[src/rtl/uart_pkg.sv]
// uart_pkg: shared UART FSM states and frame-format defaults for the tx and rx sides
package uart_pkg;
  typedef enum logic [2:0] {IDLE, START, DATA, PARITY, STOP} tx_state_e;
  localparam int UART_DATA_BITS = 8;
  localparam int UART_PARITY_BIT = 0;
  localparam int UART_PARITY_ODD = 0;
  localparam int UART_STOP_BITS = 1;
endpackage

[src/rtl/uart_sync_fifo.sv]
// uart_sync_fifo: synchronous FIFO with registered occupancy count and show-ahead read
module uart_sync_fifo #(
  parameter int Width = 8,
  parameter int Depth = 16
) (
  input  logic                    clk,
  input  logic                    rst_n,
  input  logic                    push,
  input  logic                    pop,
  input  logic [Width-1:0]        wdata,
  output logic [Width-1:0]        rdata,
  output logic                    full,
  output logic                    empty,
  output logic [$clog2(Depth):0]  count
);
  localparam int AW = $clog2(Depth);
  logic [Width-1:0] mem [Depth];
  logic [AW-1:0] wr_ptr, rd_ptr;
  logic do_push, do_pop;
  assign full = count == (AW+1)'(Depth);
  assign empty = count == '0;
  assign do_push = push && !full;
  assign do_pop = pop && !empty;
  assign rdata = mem[rd_ptr];
  always_ff @(posedge clk)
    if (do_push) mem[wr_ptr] <= wdata;
  always_ff @(posedge clk or negedge rst_n)
    if (!rst_n) begin
      wr_ptr <= '0;
      rd_ptr <= '0;
      count <= '0;
    end else begin
      wr_ptr <= wr_ptr + AW'(do_push);
      rd_ptr <= rd_ptr + AW'(do_pop);
      count <= count + (AW+1)'(do_push) - (AW+1)'(do_pop);
    end
endmodule

[src/rtl/uart_tx.sv]
// uart_tx: FIFO-buffered UART transmitter serialising start, LSB-first data, parity and stop bits
module uart_tx
  import uart_pkg::*;
#(
  parameter int BaudRate        = 9600,
  parameter int ClockFreqHz     = 10000000,
  parameter int ParityBit       = UART_PARITY_BIT,
  parameter int ParityOdd       = UART_PARITY_ODD,
  parameter int DataBitsSizeInt = UART_DATA_BITS,
  parameter int StopBitsSize    = UART_STOP_BITS,
  parameter int FifoDepth       = 16
) (
  input  logic                        clk,
  input  logic                        rst_n,
  input  logic [7:0]                  tx_data,
  input  logic                        tx_valid,
  output logic                        tx_ready,
  output logic                        tx_sig,
  output logic                        busy,
  output logic [$clog2(FifoDepth):0]  fifo_count
);
  localparam int SClkPeriod = ClockFreqHz / BaudRate;
  localparam int CntMax = StopBitsSize * SClkPeriod;
  localparam int CW = $clog2(CntMax) + 1;
  localparam int BW = $clog2(DataBitsSizeInt) + 1;
  localparam logic [7:0] DataMask = 8'((1 << DataBitsSizeInt) - 1);
  tx_state_e state, state_n;
  logic [CW-1:0] cnt, cnt_n;
  logic [BW-1:0] bit_cnt, bit_n;
  logic [7:0] sr, sr_n, head;
  logic par, par_n, load, full, empty, tx_n, bit_last, stop_last;
  uart_sync_fifo #(.Width(8), .Depth(FifoDepth)) u_fifo (
    .clk(clk), .rst_n(rst_n), .push(tx_valid && tx_ready), .pop(load),
    .wdata(tx_data), .rdata(head), .full(full), .empty(empty), .count(fifo_count)
  );
  assign tx_ready = !full;
  assign busy = state != IDLE || !empty;
  assign bit_last = cnt == CW'(SClkPeriod - 1);
  assign stop_last = cnt == CW'(CntMax - 1);
  always_comb begin
    state_n = state;
    cnt_n = cnt + CW'(1);
    bit_n = bit_cnt;
    sr_n = sr;
    par_n = par;
    load = 1'b0;
    case (state)
      IDLE: begin
        cnt_n = '0;
        load = !empty;
      end
      START: if (bit_last) begin
        cnt_n = '0;
        state_n = DATA;
      end
      DATA: if (bit_last) begin
        cnt_n = '0;
        sr_n = sr >> 1;
        bit_n = bit_cnt + BW'(1);
        if (bit_cnt == BW'(DataBitsSizeInt - 1)) state_n = ParityBit != 0 ? PARITY : STOP;
      end
      PARITY: if (bit_last) begin
        cnt_n = '0;
        state_n = STOP;
      end
      STOP: if (stop_last) begin
        cnt_n = '0;
        state_n = IDLE;
        load = !empty;
      end
      default: begin
        cnt_n = '0;
        state_n = IDLE;
      end
    endcase
    // a pop from IDLE or from the end of STOP both start the next frame immediately
    if (load) begin
      state_n = START;
      sr_n = head;
      par_n = ^(head & DataMask) ^ (ParityOdd != 0);
      bit_n = '0;
    end
    tx_n = state_n == START ? 1'b0 : state_n == DATA ? sr_n[0] : state_n == PARITY ? par_n : 1'b1;
  end
  always_ff @(posedge clk or negedge rst_n)
    if (!rst_n) begin
      state <= IDLE;
      cnt <= '0;
      bit_cnt <= '0;
      sr <= '0;
      par <= 1'b0;
      tx_sig <= 1'b1;
    end else begin
      state <= state_n;
      cnt <= cnt_n;
      bit_cnt <= bit_n;
      sr <= sr_n;
      par <= par_n;
      tx_sig <= tx_n;
    end
endmodule

[config.mk]
export PLATFORM = sky130hd
export DESIGN_NAME = uart_tx
export DESIGN_NICKNAME = d
export VERILOG_FILES = /design/src/rtl/uart_pkg.sv /design/src/rtl/uart_sync_fifo.sv /design/src/rtl/uart_tx.sv
export SDC_FILE = /design/constraint.sdc
export NUM_CORES = 1
export LEC_CHECK = 0
export CORE_ASPECT_RATIO = 1.2
export CORE_UTILIZATION = 50
export DETAILED_ROUTE_END_ITERATION = 8
export PLACE_DENSITY = 0.67
export SETUP_SLACK_MARGIN = 0.05
export SLEW_MARGIN = 40
export SYNTH_ARGS = -nofsm -noshare
export SYNTH_HDL_FRONTEND = slang
export SYNTH_SLANG_ARGS = --single-unit
[constraint.sdc]
create_clock -name clk -period 3.7 [get_ports clk]
set_clock_uncertainty 0.15 [all_clocks]
set_input_delay 0.555 -clock clk [delete_from_list [all_inputs] [get_ports clk]]
set_output_delay 0.555 -clock clk [all_outputs]
set_load 0.005 [all_outputs]
## Word level (Yosys, flattened, before mapping)

Memories as Yosys holds them, arrays and structs flattened.
Index checks and enable logic that the tools add are counted.

- Output and inout port bits: 8
- Memories: 1
- Memory bits (writable): 128
- Bits of input ports: 11
- Logic and storage cells: 64
- Register bits: 42

Memories:

| name | depth | bits a word | read ports | clocked after Yosys merged registers in | write ports | line | text |
|---|---|---|---|---|---|---|---|
| u_fifo.mem | 16 | 8 | 1 | 0 | 1 | uart_sync_fifo.sv:17 | `logic [Width-1:0] mem [Depth];` |

- $add $sub $neg: 6
- Eq/ne operators: 10
- Multiplexer cells: 23
- Reduce and logical (&&, ||, !) cells: 14

Operator list:

| cell | number |
|---|---|
| $mux 12 | 2 |
| $mux 8 | 3 |
| $mux 3 | 6 |
| $pmux 3 s5 | 1 |
| $add 12x1->12 const B | 1 |
| $eq 12x11->1 const B | 1 |
| $eq 3x2->1 const B | 4 |
| $mux 4 | 3 |
| $add 4x1->4 | 2 |
| $reduce_xor 8->1 | 1 |
| $mux 1 | 7 |
| $eq 3x1->1 const B | 2 |
| $add 5x1->5 | 1 |
| $eq 5x5->1 const B | 1 |
| $logic_not 5->1 | 1 |
| $sub 5x1->5 | 1 |
| $add 4x1->4 const B | 1 |
| $eq 4x3->1 const B | 1 |
| $reduce_bool 2->1 | 2 |
| $reduce_or 4->1 | 1 |
| $eq 3x3->1 const B | 1 |
| $logic_and 1x1->1 | 3 |
| $logic_not 3->1 | 1 |
| $reduce_bool 3->1 | 1 |
| 4 further kinds | 5 |

## Depth between registers and ports, before layout

Gate-level depths: netlist of run 1.

- Depth in word-level cells: 9
- Depth in mapped cells: 20
- Mapped depth without buffers: 17

## Modules after synthesis

From an unflattened synthesis of run 1, not the netlist that was laid out.

- Cells, all modules: 417
- Area, all modules: 7200.7 um2

Modules (own cells, without submodules):

| module | times used | area an instance (um2) | sequential area each (um2) | cells each |
|---|---|---|---|---|
| uart_sync_fifo | 1 | 5654.2 | 4169.0 | 275 |
| uart_tx | 1 | 1546.5 | 726.9 | 142 |

## Least setup slack after synthesis of run 1

OpenSTA, ideal clock, no wires.

- Path kind: reg-to-reg
- From: register cnt[0]
- To: register u_fifo.count[4]
- Setup slack: 372 ps
- Arrival time: 3053 ps
- Clock period less this slack: 3328 ps
- Data required time: 3425 ps
- Setup time: 125 ps
- Cell stages (with the launch flop): 21
- Path buffers: 3
- Path through: dfrtp_1 > inv_1 > ha_1 > nand2_1 > nor3_1 > nand3_1 > a2111o_1 > buf_6 > inv_1 > buf_2 > buf_2 > ha_1 > inv_1 > ha_1 > inv_1 > fa_1 > inv_1 > a21oi_1 > nor2_1 > nor2_1 > xnor2_1

- Cells in the longest elaborated chain, start to end: 5

Ends and longest elaborated chain:

| item | line | text |
|---|---|---|
| start, declared | uart_tx.sv:28 | `logic [CW-1:0] cnt, cnt_n;` |
| start signal, assigned | uart_tx.sv:95 | `cnt <= cnt_n;` |
| $eq 12x11->1 | uart_tx.sv:39 | `assign stop_last = cnt == CW'(CntMax - 1);` |
| $mux 1 | uart_tx.sv:66 | `STOP: if (stop_last) begin` |
| $pmux 1 s2 | uart_tx.sv:47 | `case (state)` |
| $logic_and 1x1->1 | uart_sync_fifo.sv:23 | `assign do_pop = pop && !empty;` |
| $sub 5x1->5 | uart_sync_fifo.sv:35 | `count <= count + (AW+1)'(do_push) - (AW+1)'(do_pop);` |
| end signal, assigned | uart_sync_fifo.sv:35 |  |
| end, declared | uart_sync_fifo.sv:14 | `output logic [$clog2(Depth):0] count` |

No other way between the ends.
A chain may end at the register's enable or synchronous reset.

## Final worst setup path of run 1

Same ends and word-level chain as after synthesis.

==> run metrics, run 1 <==
status finished, violations left; failing checks design-rule violations; I/O pin count 19; Top FF cell, synth edfxtp_1; RSZ-0062 raised after global routing no; share of layout cells above drive strength 1 between 10% and 20%; synthesis-to-finish area growth 12.6%; Clock transition at path regs about 60 ps; CP Capture Type flip-flop; DRC Markers 5; Final Max Tran Viols 0; Vias around 3600; post-synthesis cell type count 42; Die Y between 100 and 150 µm; synth cell count leaders edfxtp_1 (128), dfrtp_1 (41), nor2_1 (34); DRT iter0 DRCs around 210; Hold Path Class flip-flop to flip-flop; Worst R2R Setup Slack 440 ps; GRT Total Usage between 10% and 20%; Fin. Hold Viols 0; CP Max Fanout 8; first-pass GRT wire length about 21000 µm; flops & latches, synth 170; Worst-Margin Slew roughly 810 ps; required time of the critical path about 3900 ps; Post-synth ARST share 24.7%; Critical-path top delay cell a2111o_1; antenna viol nets, final 0; CP Launch Type flip-flop; pwr/cell area approximately 570 nW/µm²; maximum vdd drop 0.359 mV; synth top area cells edfxtp_1 (54%), dfrtp_1 (14%), mux4_2 (7.6%), mux4_1 (2.9%), ha_1 (2.1%); P_leak approximately 3.0 nW; most numerous cell in the Yosys netlist edfxtp_1; worst path cell trace inv_1, ha_1, nand2_1, nor3_1, nand3_1, a2111o_1, inv_1, ha_1, inv_1, ha_1, inv_1, fa_1, inv_1, a21oi_1, nor2_1, nor2_1, xnor2_1; largest net degree at the start of global routing 43; vias per cell roughly 5.7; clock tree buffer depth 2; Avg WL per Cell 20.1 µm; Yosys top cell area share between 50% and 60%; max frequency between 0.3 and 0.4 GHz; Port Buffers 18; Hold Worst Slack about 340 ps; Post-synth EDFFs 128; Placer Congestion ~0.77; Cell Area, Synth 7130 µm²; initial antenna violation count 0; cts repair resizes 0; drt first pass iters 6; CTS Sinks 170; WL final around 13000 µm; vias in the first global route between 3000 and 4000; # fillers around 1100; Synthesis Warnings 0; most used cell, CP inv_1; TritonCTS Buffers 17; DP HPWL between 8000 and 9000 µm; DIE WIDTH between 100 and 150 µm; Multi-input gate area around 2000 µm²; Post-CTS Setup Bufs 0; H-Tree Depth 4; CP Buf/Inv Count 5; Crit path max-delay family adder cells; Crit Path Category flip-flop to flip-flop; min cycle time layout approximately 3300 ps; final setup violation count 0; total negative slack 0 ps; Avg Inst Size Synth 16.8 µm²; Worst-Skew Late Latency 430 ps; total gr overflow 0; Initial Util 51.4%; Seq. cell area 4900 µm²; Root Buffer clkbuf_16; Rows 47; Tcrit/Tclk final around 88%; Synth area leader edfxtp_1; Max Cap Viol 0; post-synthesis cell count between 400 and 500; die area about 15000 µm²; Slew headroom 45.7%; crit-path max cell delay about 570 ps; Synthesized Nets between 400 and 500; CTS tree built; Layout Nets approximately 480; Core Area between 10000 and 15000 µm²; Worst EP arrival roughly 3400 ps; hold_buf cts 1; ANT cells 0; sequential area share after synthesis 68.7%
## cells by family after synthesis
group | synth area share [%]
compound gates | 3.11
xor+xnor | 3.77
fa+ha+maj | 2.39
buf+inv | 3.18
flops | 68.7
mux | 12.1
simple gates | 6.79
## worst min-delay path: cells and delay by family, from the launching register on
family | cells | cell delay [ps]
flip-flops | 1 | 340
AO/OA/AOI/OAI | 1 | 60
AND/OR/NAND/NOR | 1 | 50
## cells in the final DEF (no fill, tap or decap), types with 5 or more instances in the layout
master,synthesis,routed
edfxtp_1,128,128
mux4_1,8,8
clkdlybuf4s50_1,0,17
xor2_1,10,10
nand3_1,11,11
mux2i_1,11,11
buf_4,1,13
a22oi_1,14,14
clkbuf_16,0,17
a21oi_1,6,6
dfrtp_1,41,40
nor3_1,7,7
nand2_1,23,23
clkinvlp_4,0,5
mux4_2,24,24
inv_1,15,15
ha_1,12,12
o21ai_0,8,8
nor2_1,34,32
and3_1,5,5
xnor2_1,17,17
## layer usage
| layer | vias up | track usage, % | wire length [µm] |
|---|---|---|---|
| met4 | 0 | 8.07 | 261 |
| li1 | 1669 | - | - |
| met2 | 65 | 32.6 | 6520 |
| met5 | - | 0 | 0 |
| met3 | 17 | 4.99 | 422 |
| met1 | 1874 | 24.4 | 5620 |
## report_power, final
| group | total, mW | internal [mW] | switching (mW) | leakage, nW |
|---|---|---|---|---|
| Clock | 1.66 | 0.929 | 0.734 | 0.253 |
| Combinational | 0.576 | 0.265 | 0.311 | 1.03 |
| Sequential | 2.35 | 2.26 | 0.0962 | 1.68 |
| Total | 4.59 | 3.45 | 1.14 | 2.96 |
## worst paths after layout
check / cells after the start / end / from
worst max-delay path: 17 / u_fifo.count[4] / cnt[0]
worst min-delay path: 2 / par / par
worst max register to register: 17 / u_fifo.count[4] / cnt[0]
worst min register to register: 2 / par / par
max in group asynchronous: 2 / u_fifo.rd_ptr[0] / rst_n
min in group asynchronous: 2 / u_fifo.count[3] / rst_n
## flip-flops by register name (all words and copies together), names as in the netlist
signal / count
tx_sig: 1
cnt: 12
par: 1
state: 3
u_fifo.wr_ptr: 4
u_fifo.mem: 128
u_fifo.rd_ptr: 4
u_fifo.count: 5
bit_cnt: 4
sr: 8
## layout make-up
| type | instances | area share, % |
|---|---|---|
| clock buffers | 19 | 5.39 |
| multi-input cells | 219 | 25.1 |
| well taps | 171 | 2.67 |
| clock inverters | 12 | 1.45 |
| flip-flops and latches | 170 | 61.0 |
| inverters | 15 | 0.702 |
| repair buffers | 32 | 3.71 |
## metrics by stage
stage,setup WS [ps],utilization (%),instances,instance area [µm²],power [mW]
2_1_floorplan,372,-,424,7130,2.74
3_3_place_gp,550,53.7,606,7460,2.94
3_5_place_dp,451,53.8,606,7460,2.97
4_1_cts,443,57.8,638,8020,4.64
5_1_grt,168,57.8,638,8030,4.79
6_report,437,57.8,638,8030,4.59
Note: power is estimated with default switching activity, not from simulation.
==> inputs of run 2 (changes only) <==
--- a/config.mk
+++ b/config.mk
@@ -5,10 +5,11 @@
 export SDC_FILE = /design/constraint.sdc
 export NUM_CORES = 1
 export LEC_CHECK = 0
+export ABC_CLOCK_PERIOD_IN_PS = 3700
 export CORE_ASPECT_RATIO = 1.2
 export CORE_UTILIZATION = 50
 export DETAILED_ROUTE_END_ITERATION = 8
-export PLACE_DENSITY = 0.67
+export PLACE_DENSITY_LB_ADDON = 0.3
 export SETUP_SLACK_MARGIN = 0.05
 export SLEW_MARGIN = 40
 export SYNTH_ARGS = -nofsm -noshare
==> run 2 against run 1 <==
Effect of this change:
- the run still ends with design-rule violations left
- routed wire length down 1.6%
- cell area increased by 0.65%
- combinational power is essentially flat
- critical path depth unchanged
- non-clock buffer count grew 1
- setup slack improved by 40 ps
- via count decreased by 1.3%
==> run metrics, run 2 (same netlist as run 1, synthesis figures left out) <==
R2R cell count 17 (unchanged); DRC Markers 2 (was 5); met1 Usage GRT 24.2% (was 24.4%); FF-to-FF Start cnt[0] (unchanged); grt met2 use 32.0% (was 32.6%); share of layout cells above drive strength 1 17.3% (was 16.7%); total gr overflow 0 (unchanged); vias in the first global route 3843 (was 3839); RSZ-0062 raised after global routing no (unchanged); WL final 12600 µm (was 12800 µm); Clock transition at path regs 70 ps (was 60 ps); placed cells 607 (was 606); status finished, violations left (unchanged); Initial Util 51.4% (unchanged); worst r2r dst u_fifo.count[4] (unchanged); switching fraction of total power 25.7% (was 24.8%); Crit Path Category flip-flop to flip-flop (unchanged); Rows 47 (unchanged); biggest regs u_fifo.mem x128, cnt x12, sr x8 (unchanged); Avg WL per Cell 19.7 µm (was 20.1 µm); I/O pin count 19 (unchanged); max frequency 0.310 GHz (was 0.306 GHz); first-pass GRT wire length 20500 µm (was 20900 µm); GR peak layer met2 (unchanged); final instance count without filler cells 640 (was 638); ANT cells 0 (unchanged); largest net degree at the start of global routing 43 (unchanged); Root Buffer clkbuf_16 (unchanged); final setup violation count 0 (unchanged); required time of the critical path 3860 ps (about the same); CP Max Fanout 8 (unchanged); synthesis-to-finish area growth 13.3% (was 12.6%); Fin. Hold Viols 0 (unchanged); cts repair resizes 0 (unchanged); Core Area 13900 µm² (unchanged); Port Buffers 18 (unchanged); Worst EP arrival 3380 ps (was 3420 ps); antenna viol nets, final 0 (unchanged); Vias 3578 (was 3625); Reg power frac 50.1% (was 51.2%); failing checks design-rule violations (unchanged); total negative slack 0 ps (unchanged); Top reg by flops u_fifo.mem (unchanged); Hold Worst Slack 344 ps (was 336 ps); initial antenna violation count 0 (unchanged); Die Y 133 µm (unchanged); vias per cell 5.59 (was 5.68); drt first pass iters 6 (unchanged); CTS tree built (unchanged); DRT iter0 DRCs 228 (was 213); DIE WIDTH 111 µm (unchanged); Slew headroom 47.5% (was 45.7%); Max Cap Viol 0 (unchanged); H-Tree Depth 4 (unchanged); TritonCTS Buffers 17 (unchanged); Critical Path Start cnt[0] (unchanged); Worst-Skew Late Latency 430 ps (about the same); Worst-Margin Slew 784 ps (was 811 ps); most common cell after layout, fill and taps aside edfxtp_1 (unchanged); CP Capture Type flip-flop (unchanged); Hold Path Class flip-flop to flip-flop (unchanged); max reg flops 128 (unchanged); Final Max Tran Viols 0 (unchanged); CP Launch Type flip-flop (unchanged); DP HPWL 8080 µm (was 8140 µm); Gate power share 12.3% (was 12.5%); clock tree buffer depth 2 (unchanged); maximum vdd drop 0.372 mV (was 0.359 mV); met3 Use GR 4.40% (was 4.99%); most frequent cells in the layout edfxtp_1 (128), dfrtp_1 (40), nor2_1 (33) (was edfxtp_1 (128), dfrtp_1 (40), nor2_1 (32)); GRT Total Usage 19.2% (was 19.5%); Worst R2R Setup Slack 480 ps (was 440 ps); Psw 1.21 mW (was 1.14 mW); Clock Power Share 37.6% (was 36.2%); die area 14700 µm² (unchanged); CTS Sinks 170 (unchanged); P_int 3.49 mW (was 3.45 mW); min cycle time layout 3220 ps (was 3260 ps); P_leak 3.01 nW (was 2.96 nW); CP endpoint u_fifo.count[4] (unchanged); Layout Nets 480 (was 479); Core Util, Final 58.2% (was 57.8%); Placer Congestion 0.758 (was 0.770); Total Power 4.70 mW (was 4.59 mW); pwr/cell area 582 nW/µm² (was 572 nW/µm²); Tcrit/Tclk final 87.1% (was 88.2%)
-- run 2: how the worst min path moves through the flow --
| stage | slack (ps) | cells past startpoint | endpoint | startpoint |
|---|---|---|---|---|
| 3_5_place_dp | 340 | 2 | par | par |
| 2_1_floorplan | 110 | 0 | bit_cnt[0] | rst_n |
| 5_1_grt | 390 | 2 | par | par |
| 3_3_place_gp | 330 | 2 | par | par |
| 6_report | 340 | 2 | par | par |
| 4_1_cts | 350 | 2 | par | par |
-- run 2: cell type report --
type / instances / area [µm²]
Fill cell: 1047 / 5800
Sequential cell: 170 / 4900
Multi-Input combinational cell: 219 / 2010
Clock buffer: 17 / 425
Timing Repair Buffer: 33 / 305
Tap cell: 171 / 214
Clock inverter: 15 / 171
Inverter: 15 / 56.3
-- run 2: stage by stage --
step / worst slack (ps) / instance area [µm²]
3_3_place_gp: 545 / 7470
5_1_grt: 175 / 8080
4_1_cts: 453 / 8080
3_5_place_dp: 466 / 7470
2_1_floorplan: 372 / 7130
6_report: 476 / 8080
-- run 2: power groups by stage --
| stage | logic, mW | clock network [mW] | registers (mW) |
|---|---|---|---|
| 2_1_floorplan | 0.383 | 0 | 2.35 |
| 3_3_place_gp | 0.563 | 0 | 2.38 |
| 3_5_place_dp | 0.583 | 0 | 2.40 |
| 4_1_cts | 0.586 | 1.81 | 2.36 |
| 5_1_grt | 0.641 | 1.89 | 2.37 |
| 6_report | 0.576 | 1.77 | 2.36 |
-- run 2: what timing repair did --
item	4_1_cts	5_1_grt
setup buffers	0	0
hold endpoints to repair	41	0
endpoints found under the setup margin	0	0
hold buffers	1	0
-- run 2: worst max-delay path, stage by stage, from the launching register on --
cell and delay [ps]:
dfrtp_1 420, inv_1 70, ha_1 140, nand2_1 40
nor3_1 200, nand3_1 140, a2111o_1 560, inv_1 120
ha_1 230, inv_1 60, ha_1 160, inv_1 50
fa_1 390, inv_1 70, a21oi_1 50, nor2_1 80
nor2_1 60, xnor2_1 110
-- run 2: routing by layer --
metal  part of all wire [%]  vias to the layer above
met5                      0                        -
met4                    1.1                        0
met3                    4.0                        9
met2                     52                       82
met1                     43                     1808
li1                       -                     1679
